### src/rtl/lb_reg_bank.sv
// lb_reg_bank: addressed, chip-selected bank of local-bus registers for the
// PicoBlaze I/O port bus. Each register has a fixed access mode (RW, RO status,
// write-1-to-clear event flags, self-clearing command pulse). Reads have a fixed
// one-cycle latency, and irq is a registered OR of every W1C register bit.
module lb_reg_bank #(
   parameter int                          DATA_W    = 8,
   parameter int                          NUM_REGS  = 8,
   parameter int                          ADDR_W    = 8,
   parameter logic [NUM_REGS*DATA_W-1:0]  RESET_VAL = '0,
   parameter logic [2*NUM_REGS-1:0]       MODE      = '0
) (
   input  logic                          clk,
   input  logic                          reset,
   input  logic                          cs,
   input  logic                          wr_strobe,
   input  logic                          rd_strobe,
   input  logic [ADDR_W-1:0]             port_id,
   input  logic [DATA_W-1:0]             out_port,
   output logic [DATA_W-1:0]             in_port,
   output logic                          rd_valid,
   input  logic [NUM_REGS*DATA_W-1:0]    hw_in,
   input  logic [NUM_REGS*DATA_W-1:0]    hw_set,
   output logic [NUM_REGS*DATA_W-1:0]    reg_out,
   output logic                          irq
);

   localparam logic [1:0] MODE_RW    = 2'b00;
   localparam logic [1:0] MODE_RO    = 2'b01;
   localparam logic [1:0] MODE_W1C   = 2'b10;
   localparam logic [1:0] MODE_PULSE = 2'b11;

   // One extra bit so NUM_REGS == 2**ADDR_W still compares correctly.
   localparam logic [ADDR_W:0] NUM_REGS_EXT = (ADDR_W+1)'(NUM_REGS);

   logic                  wr_hit;
   logic                  rd_hit;
   logic [NUM_REGS-1:0]   w1c_flag;
   logic [DATA_W-1:0]     rd_data;
   logic [DATA_W-1:0]     in_port_reg;
   logic                  rd_valid_reg;
   logic                  irq_reg;

   // Only RO registers consume hw_in and only W1C registers consume hw_set;
   // the remaining slices are intentionally left unused.
   logic                  unused_hw;
   assign unused_hw = ^{hw_in, hw_set};

   assign wr_hit = cs & wr_strobe & ({1'b0, port_id} < NUM_REGS_EXT);
   assign rd_hit = cs & rd_strobe;

   generate
      for (genvar gi = 0; gi < NUM_REGS; gi++) begin : g_reg
         localparam logic [1:0]        REG_MODE = MODE[2*gi +: 2];
         localparam logic [ADDR_W-1:0] REG_ADDR = ADDR_W'(gi);

         logic              wr_sel;
         logic [DATA_W-1:0] q_reg;

         assign wr_sel = wr_hit && (port_id == REG_ADDR);
         assign reg_out[gi*DATA_W +: DATA_W] = q_reg;

         if (REG_MODE == MODE_RW) begin : g_rw
            // Plain read/write register, loads its reset image slice.
            always_ff @(posedge clk) begin
               if (reset)
                  q_reg <= RESET_VAL[gi*DATA_W +: DATA_W];
               else if (wr_sel)
                  q_reg <= out_port;
            end
            assign w1c_flag[gi] = 1'b0;
         end else if (REG_MODE == MODE_RO) begin : g_ro
            // Status register: samples hardware every cycle, bus writes ignored.
            always_ff @(posedge clk) begin
               if (reset)
                  q_reg <= '0;
               else
                  q_reg <= hw_in[gi*DATA_W +: DATA_W];
            end
            assign w1c_flag[gi] = 1'b0;
         end else if (REG_MODE == MODE_W1C) begin : g_w1c
            // Event flags: hardware sets, bus writes of 1 clear, set wins a tie.
            always_ff @(posedge clk) begin
               if (reset)
                  q_reg <= '0;
               else
                  q_reg <= (q_reg & ~(wr_sel ? out_port : {DATA_W{1'b0}}))
                           | hw_set[gi*DATA_W +: DATA_W];
            end
            assign w1c_flag[gi] = |q_reg;
         end else begin : g_pulse
            // Command pulse: written bits stay high for one cycle only.
            always_ff @(posedge clk) begin
               if (reset)
                  q_reg <= '0;
               else if (wr_sel)
                  q_reg <= out_port;
               else
                  q_reg <= '0;
            end
            assign w1c_flag[gi] = 1'b0;
         end
      end
   endgenerate

   // Read mux: out-of-range addresses and PULSE registers read as zero.
   always_comb begin
      rd_data = '0;
      for (int i = 0; i < NUM_REGS; i++) begin
         if ((port_id == ADDR_W'(i)) && (MODE[2*i +: 2] != MODE_PULSE))
            rd_data = reg_out[i*DATA_W +: DATA_W];
      end
   end

   // Read pipeline and interrupt request: both one cycle behind the registers.
   always_ff @(posedge clk) begin
      if (reset) begin
         in_port_reg  <= '0;
         rd_valid_reg <= 1'b0;
         irq_reg      <= 1'b0;
      end else begin
         rd_valid_reg <= rd_hit;
         if (rd_hit)
            in_port_reg <= rd_data;
         irq_reg <= |w1c_flag;
      end
   end

   assign in_port  = in_port_reg;
   assign rd_valid = rd_valid_reg;
   assign irq      = irq_reg;

endmodule

### config.mk
export PLATFORM = sky130hd
export DESIGN_NAME = lb_reg_bank
export DESIGN_NICKNAME = d
export VERILOG_FILES = /design/src/rtl/lb_reg_bank.sv
export SDC_FILE = /design/constraint.sdc
export NUM_CORES = 1
export LEC_CHECK = 0
export BUFFER_PORTS_ARGS = -buffer_cell sky130_fd_sc_hd__buf_2
export CAP_MARGIN = 0
export CORE_ASPECT_RATIO = 0.6
export CORE_MARGIN = 10
export CORE_UTILIZATION = 35
export DETAILED_ROUTE_END_ITERATION = 8
export GPL_ROUTABILITY_DRIVEN = 0
export MAX_ROUTING_LAYER = met4
export PLACE_DENSITY = 0.71
export SYNTH_ARGS = -nofsm -noshare
export SYNTH_HDL_FRONTEND = slang
export SYNTH_SLANG_ARGS = --single-unit
### constraint.sdc
create_clock -name clk -period 2.2 [get_ports clk]
set_input_delay 0.22 -clock clk [delete_from_list [all_inputs] [get_ports clk]]
set_output_delay 0.22 -clock clk [all_outputs]
set_load 0.02 [all_outputs]
==> results of run 1 <==
[layout make-up]
| type | count | area [um^2] |
|---|---|---|
| Clock buffer | 14 | 264.0 |
| Antenna cell | 1 | 2.502 |
| Fill cell | 933 | 5082 |
| Timing Repair Buffer | 106 | 563.0 |
| Multi-Input combinational cell | 261 | 1739 |
| Sequential cell | 73 | 1461 |
| Inverter | 4 | 15.01 |
| Tap cell | 130 | 162.7 |
[through the flow]
step	setup slack, ns	cells
finish	0.4573	589
CTS	0.5028	588
global route	0.3577	589
detailed placement	0.1433	574
floorplan	0.4628	372
global placement	0.1803	574
[cells in the final DEF, fill, tap and decap left out, types with 2 or more instances in the layout]
cell type	n
a22oi_1	7
dfxtp_1	73
buf_4	13
buf_2	93
o22ai_1	13
clkbuf_16	9
mux2_2	7
a21oi_1	13
nand3b_1	3
and3_1	3
nand3_2	2
inv_1	4
clkbuf_8	2
nand2_1	28
o221ai_1	6
o21ai_0	9
or3_1	2
mux2i_1	71
clkbuf_1	3
nor2_1	70
nor3_2	2
and2_1	2
o21a_1	6
[final timing paths]
kind | endpoint | depth (start not counted)
worst min-delay path | in_port[4]$_SDFFE_PP0P_ | 3
worst max-delay path | g_reg[6].q_reg[7]$_SDFFE_PP0P_ | 7
worst min register to register | g_reg[0].q_reg[1]$_SDFFE_PP0P_ | 2
worst max register to register | in_port[1]$_SDFFE_PP0P_ | 4
[power groups by stage]
stage                     logic, W  clock network (W)  registers, W
final                     0.000166            0.00134       0.00133
after floorplan           0.000103                  0       0.00136
after global placement    0.000159                  0       0.00135
after global routing      0.000176            0.00141       0.00133
after detailed placement  0.000163                  0       0.00135
after CTS                 0.000164            0.00135       0.00133
[worst max-delay path, stage by stage]
cell,delay (ns)
buf_2,0.11
nor4_1,0.37
buf_4,0.18
nand3_1,0.11
or3_1,0.65
mux2i_1,0.25
nor2_1,0.06
[routing by layer]
metal,global-route usage,vias up
met5,-,-
met3,0.05199,15
li1,-,1458
met4,0.05090,0
met1,0.2245,1517
met2,0.2203,143
[cells by family after synthesis]
family | after synthesis | synth area share
flops | 73 | 0.4313
mux | 78 | 0.2330
compound gates | 60 | 0.1152
other cells | 1 | 0.001107
buf+inv | 38 | 0.05539
simple gates | 122 | 0.1640
==> reports/qor.csv, run 1 <==
metric,value,unit
min_from,rd_strobe,
startpoint_type,primary input,
crit_path_start,port_id[7],
start_util,0.3647,
drive_gt1_frac,0.2904,
final_core_util,0.4529,
synth_edf_count,0,
cts_root_buf,clkbuf_16,
worstMarginPinSlew,0.5668,ns
power,0.002829,W
criticalPathCategory,in2reg,
ys_types,40,
via_per_inst,5.319,
synth_area_per_cell,9.108,um^2
clkTransAtPathRegs,0.05,ns
async_flop_share,0,
skew,0.003648,ns
power_switching,0.0006406,W
wirelength_met1,5.957,mm
avgRoutedWirePerCell,19.77,um
swShare,0.2264,
vdd_drop_max,0.0003615,V
holdWs,0.2200,ns
clockBufferDepth,2,
grt_overflow,0,
drt-initial-drc-count,266,
ys_seq_elements,73,
pwr-share-clk,0.472,
track_usage,0.1633,
syn-cell-area,3388,um^2
met3_length,865,um
drv_cap,0,
area_delta_synth_final,24.19,%
nets,604,
num_io_pins,223,
grt_pass1_wl,17.01,mm
largest_reg_flops,64,
grt_pass1_vias,3003,
synth_common_cells,"73 x dfxtp_1, 71 x mux2i_1, 70 x nor2_1",
clock_latency,0.34,ns
power_density,672.4,nW/um^2
max_slew_margin,0.6207,
die_h,96.22,um
cp.arrival,1.96,ns
cts_num_sinks,73,
r2r_start,g_reg[5].q_reg[1]$_SDFFE_PP0P_,
cts_resized,0,
die_width,147.0,um
ys.flop_type,dfxtp_1,
synthTopCellsByArea,"dfxtp_1 43%, mux2i_1 21%, nor2_1 7.8%",
r2r_setup_slack,0.94,ns
ys_seq_area_frac,0.4313,
synth_warnings,0,
yosysTopAreaCellShare,0.4313,
vias,3133,
slew_viol_final,0,
antenna_left,0,
final_cell_area,4208,um^2
met2_length,4.647,mm
routed_wirelength,11.65,mm
period_share,0.7921,
comb_power_share,0.059,
period_needed,1.743,ns
p_leak,2.074,nW
post_cts_buffers,0,
dp_hpwl,8.832,mm
num_rows,27,
syn_inst,372,
portBuffers,93,
grt_setup_unrepaired,false,
synth_top_area_cell,dfxtp_1,
drc,0,
cts_tree,done,
crit_required,2.41,ns
clock.fmax,573.8,MHz
dieArea,14150,um^2
ctsHtreeMaxLevel,3,
hold_buffers,0,
tns,0,ns
top_layer,met4,
syn_nets,521,
place_area,3941,um^2
firstDrtPassIters,4,
setup_violations,0,
hold_viol_final,0,
cp_max_fo,8,
core_area,9290,um^2
end_kind,register,
hold_class,in2reg,
power_frac_seq,0.469,
antenna_found_initial,1,
intPower,0.002189,W
yosysMostFrequentCell,dfxtp_1,
cts_buffers,9,
grt_max_degree,38,
status,finished clean,
Note: power is estimated with default switching activity, not from simulation.
==> inputs of run 2 (changes only) <==
--- a/config.mk
+++ b/config.mk
@@ -13,7 +13,7 @@
 export DETAILED_ROUTE_END_ITERATION = 8
 export GPL_ROUTABILITY_DRIVEN = 0
 export MAX_ROUTING_LAYER = met4
-export PLACE_DENSITY = 0.71
+export PLACE_DENSITY = 0.73
 export SYNTH_ARGS = -nofsm -noshare
 export SYNTH_HDL_FRONTEND = slang
 export SYNTH_SLANG_ARGS = --single-unit
==> constraint.sdc (replaced) <==
create_clock -name clk -period 1.5 [get_ports clk]
set_input_delay 0.15 -clock clk [delete_from_list [all_inputs] [get_ports clk]]
set_output_delay 0.15 -clock clk [all_outputs]
set_load 0.02 [all_outputs]
==> reports/qor.csv, run 2 (synthesis results as in run 1) <==
metric,value,unit,change
status,finished clean,,
cts_buffers,9,,unchanged
cp_max_fo,8,,unchanged
via_per_inst,5.328,,+0.16%
grt_setup_unrepaired,true,,
hold_class,in2reg,,
clock.fmax,681.9,MHz,
num_rows,27,,unchanged
vias,3250,,+3.7%
dieArea,14150,um^2,unchanged
post_cts_buffers,0,,unchanged
clock_latency,0.34,ns,about the same
r2r_setup_slack,0.25,ns,-0.69 ns
r2r_start,g_reg[5].q_reg[2]$_SDFFE_PP0P_,,
cts_num_sinks,73,,unchanged
startpoint_type,primary input,,
num_io_pins,223,,unchanged
largest_reg_flops,64,,unchanged
skew,0.006225,ns,+0.002577 ns
final_cell_mix,"91 x buf_2, 73 x dfxtp_1, 71 x mux2i_1",,
antenna_left,0,,unchanged
place_area,4168,um^2,+5.7%
drive_gt1_frac,0.3354,,+0.04502
crit_path_start,port_id[7],,
vdd_drop_max,0.0006105,V,+69%
cts_tree,done,,
ff2ff_path_depth,5,,+1
die_h,96.22,um,unchanged
drt-initial-drc-count,319,,+20%
hold_viol_final,0,,unchanged
cp.arrival,1.69,ns,-0.27 ns
holdPathStages,3,,unchanged
post-place-cells,594,,+3.5%
final_cells,610,,+3.6%
grt_overflow,0,,unchanged
avgRoutedWirePerCell,19.63,um,-0.71%
antenna_found_initial,0,,-1
slew_viol_final,0,,unchanged
portBuffers,93,,unchanged
diodes,0,,-1
setup_violations,0,,unchanged
grt_pass1_vias,3210,,+6.9%
routed_wirelength,11.97,mm,+2.8%
clkTransAtPathRegs,0.05,ns,about the same
end_kind,register,,
ctsHtreeMaxLevel,3,,unchanged
dp_hpwl,9.066,mm,+2.6%
clockBufferDepth,2,,unchanged
nets,624,,+3.3%
track_usage,0.1748,,+0.01147
start_util,0.3647,,unchanged
nFillCells,909,,-2.6%
hold_buffers,0,,unchanged
power_density,939.8,nW/um^2,+40%
crit_required,1.72,ns,-0.69 ns
p_leak,2.203,nW,+6.2%
timing.rr.end,in_port[2]$_SDFFE_PP0P_,,
criticalPathCategory,in2reg,,
grt_max_degree,73,,+92%
final_cell_area,4503,um^2,+7.0%
layout_commonest_cell,buf_2,,
drc,0,,unchanged
drv_cap,0,,unchanged
cts_root_buf,clkbuf_16,,
grt_pass1_wl,18.31,mm,+7.6%
period_needed,1.467,ns,
crit_end,g_reg[5].q_reg[3]$_SDFFE_PP0P_,,
area_delta_synth_final,32.90,%,
firstDrtPassIters,5,,+1
period_share,0.9777,,
die_width,147.0,um,unchanged
power,0.004232,W,+50%
core_area,9290,um^2,unchanged
[run 2: cell types whose count changed in the layout (fill, tap and decap cells not counted), sizes merged]
cell,change
buf,+20
clkinvlp,+1
clkinv,+1
diode,-1
[run 2: metrics by stage]
stage	setup WS, ns	hold slack [ns]	util	TNS [ns]
2_1_floorplan	-0.1625	0.3584	-	-5.089
3_3_place_gp	-0.3042	0.4475	0.4486	-17.37
3_5_place_dp	-0.3696	0.4625	0.4486	-19.10
4_1_cts	0.02094	0.1280	0.4795	0
5_1_grt	-0.009253	0.1415	0.4847	-0.03508
6_report	0.03346	0.1350	0.4847	0
[run 2: where the power goes]
part / internal (W) / total, W / switching, W
Combinational: 0.000102 / 0.000284 / 0.000182
Sequential: 0.00194 / 0.00194 / 0.00000158
Clock: 0.00121 / 0.00200 / 0.000795
Total: 0.00325 / 0.00423 / 0.000979
[run 2: critical path, stage by stage]
cell and delay (ns):
buf_6 0.09, or4_4 0.59, nor3_4 0.21, and3_4 0.24, buf_12 0.13, mux2i_1 0.21
nor2_1 0.06
[run 2: repair_timing]
action | in CTS | in global routing
endpoints found under the hold margin | 0 | 0
setup endpoints to repair | 6 | 25
gates resized for setup | 2 | 10
pin swaps | 1 | 0
[run 2: layout make-up]
class | instances | area, um^2 | share of cell area
multi-input cells | 261 | 1792 | 0.3979
flip-flops and latches | 73 | 1461 | 0.3245
repair buffers | 126 | 795.8 | 0.1767
clock buffers | 14 | 264.0 | 0.05863
well taps | 130 | 162.7 | 0.03612
inverters | 4 | 15.01 | 0.003334
clock inverters | 2 | 12.51 | 0.002779
[run 2: worst min-delay path by stage]
stage	from	end	slack, ns
final	rd_strobe	in_port[4]$_SDFFE_PP0P_	0.14
after global routing	rd_strobe	in_port[4]$_SDFFE_PP0P_	0.14
after CTS	rd_strobe	in_port[4]$_SDFFE_PP0P_	0.13
after detailed placement	g_reg[0].q_reg[7]$_SDFFE_PP0P_	g_reg[0].q_reg[7]$_SDFFE_PP0P_	0.46
after global placement	g_reg[0].q_reg[2]$_SDFFE_PP0P_	g_reg[0].q_reg[2]$_SDFFE_PP0P_	0.45
after floorplan	cs	in_port[4]$_SDFFE_PP0P_	0.36
[run 2: per-layer routing]
layer | track usage | vias up | part of all wire
li1 | - | 1510 | -
met1 | 0.2337 | 1577 | 0.48
met2 | 0.2436 | 151 | 0.41
met3 | 0.07119 | 12 | 0.10
met4 | 0.02956 | 0 | 0.0068
met5 | - | - | 0
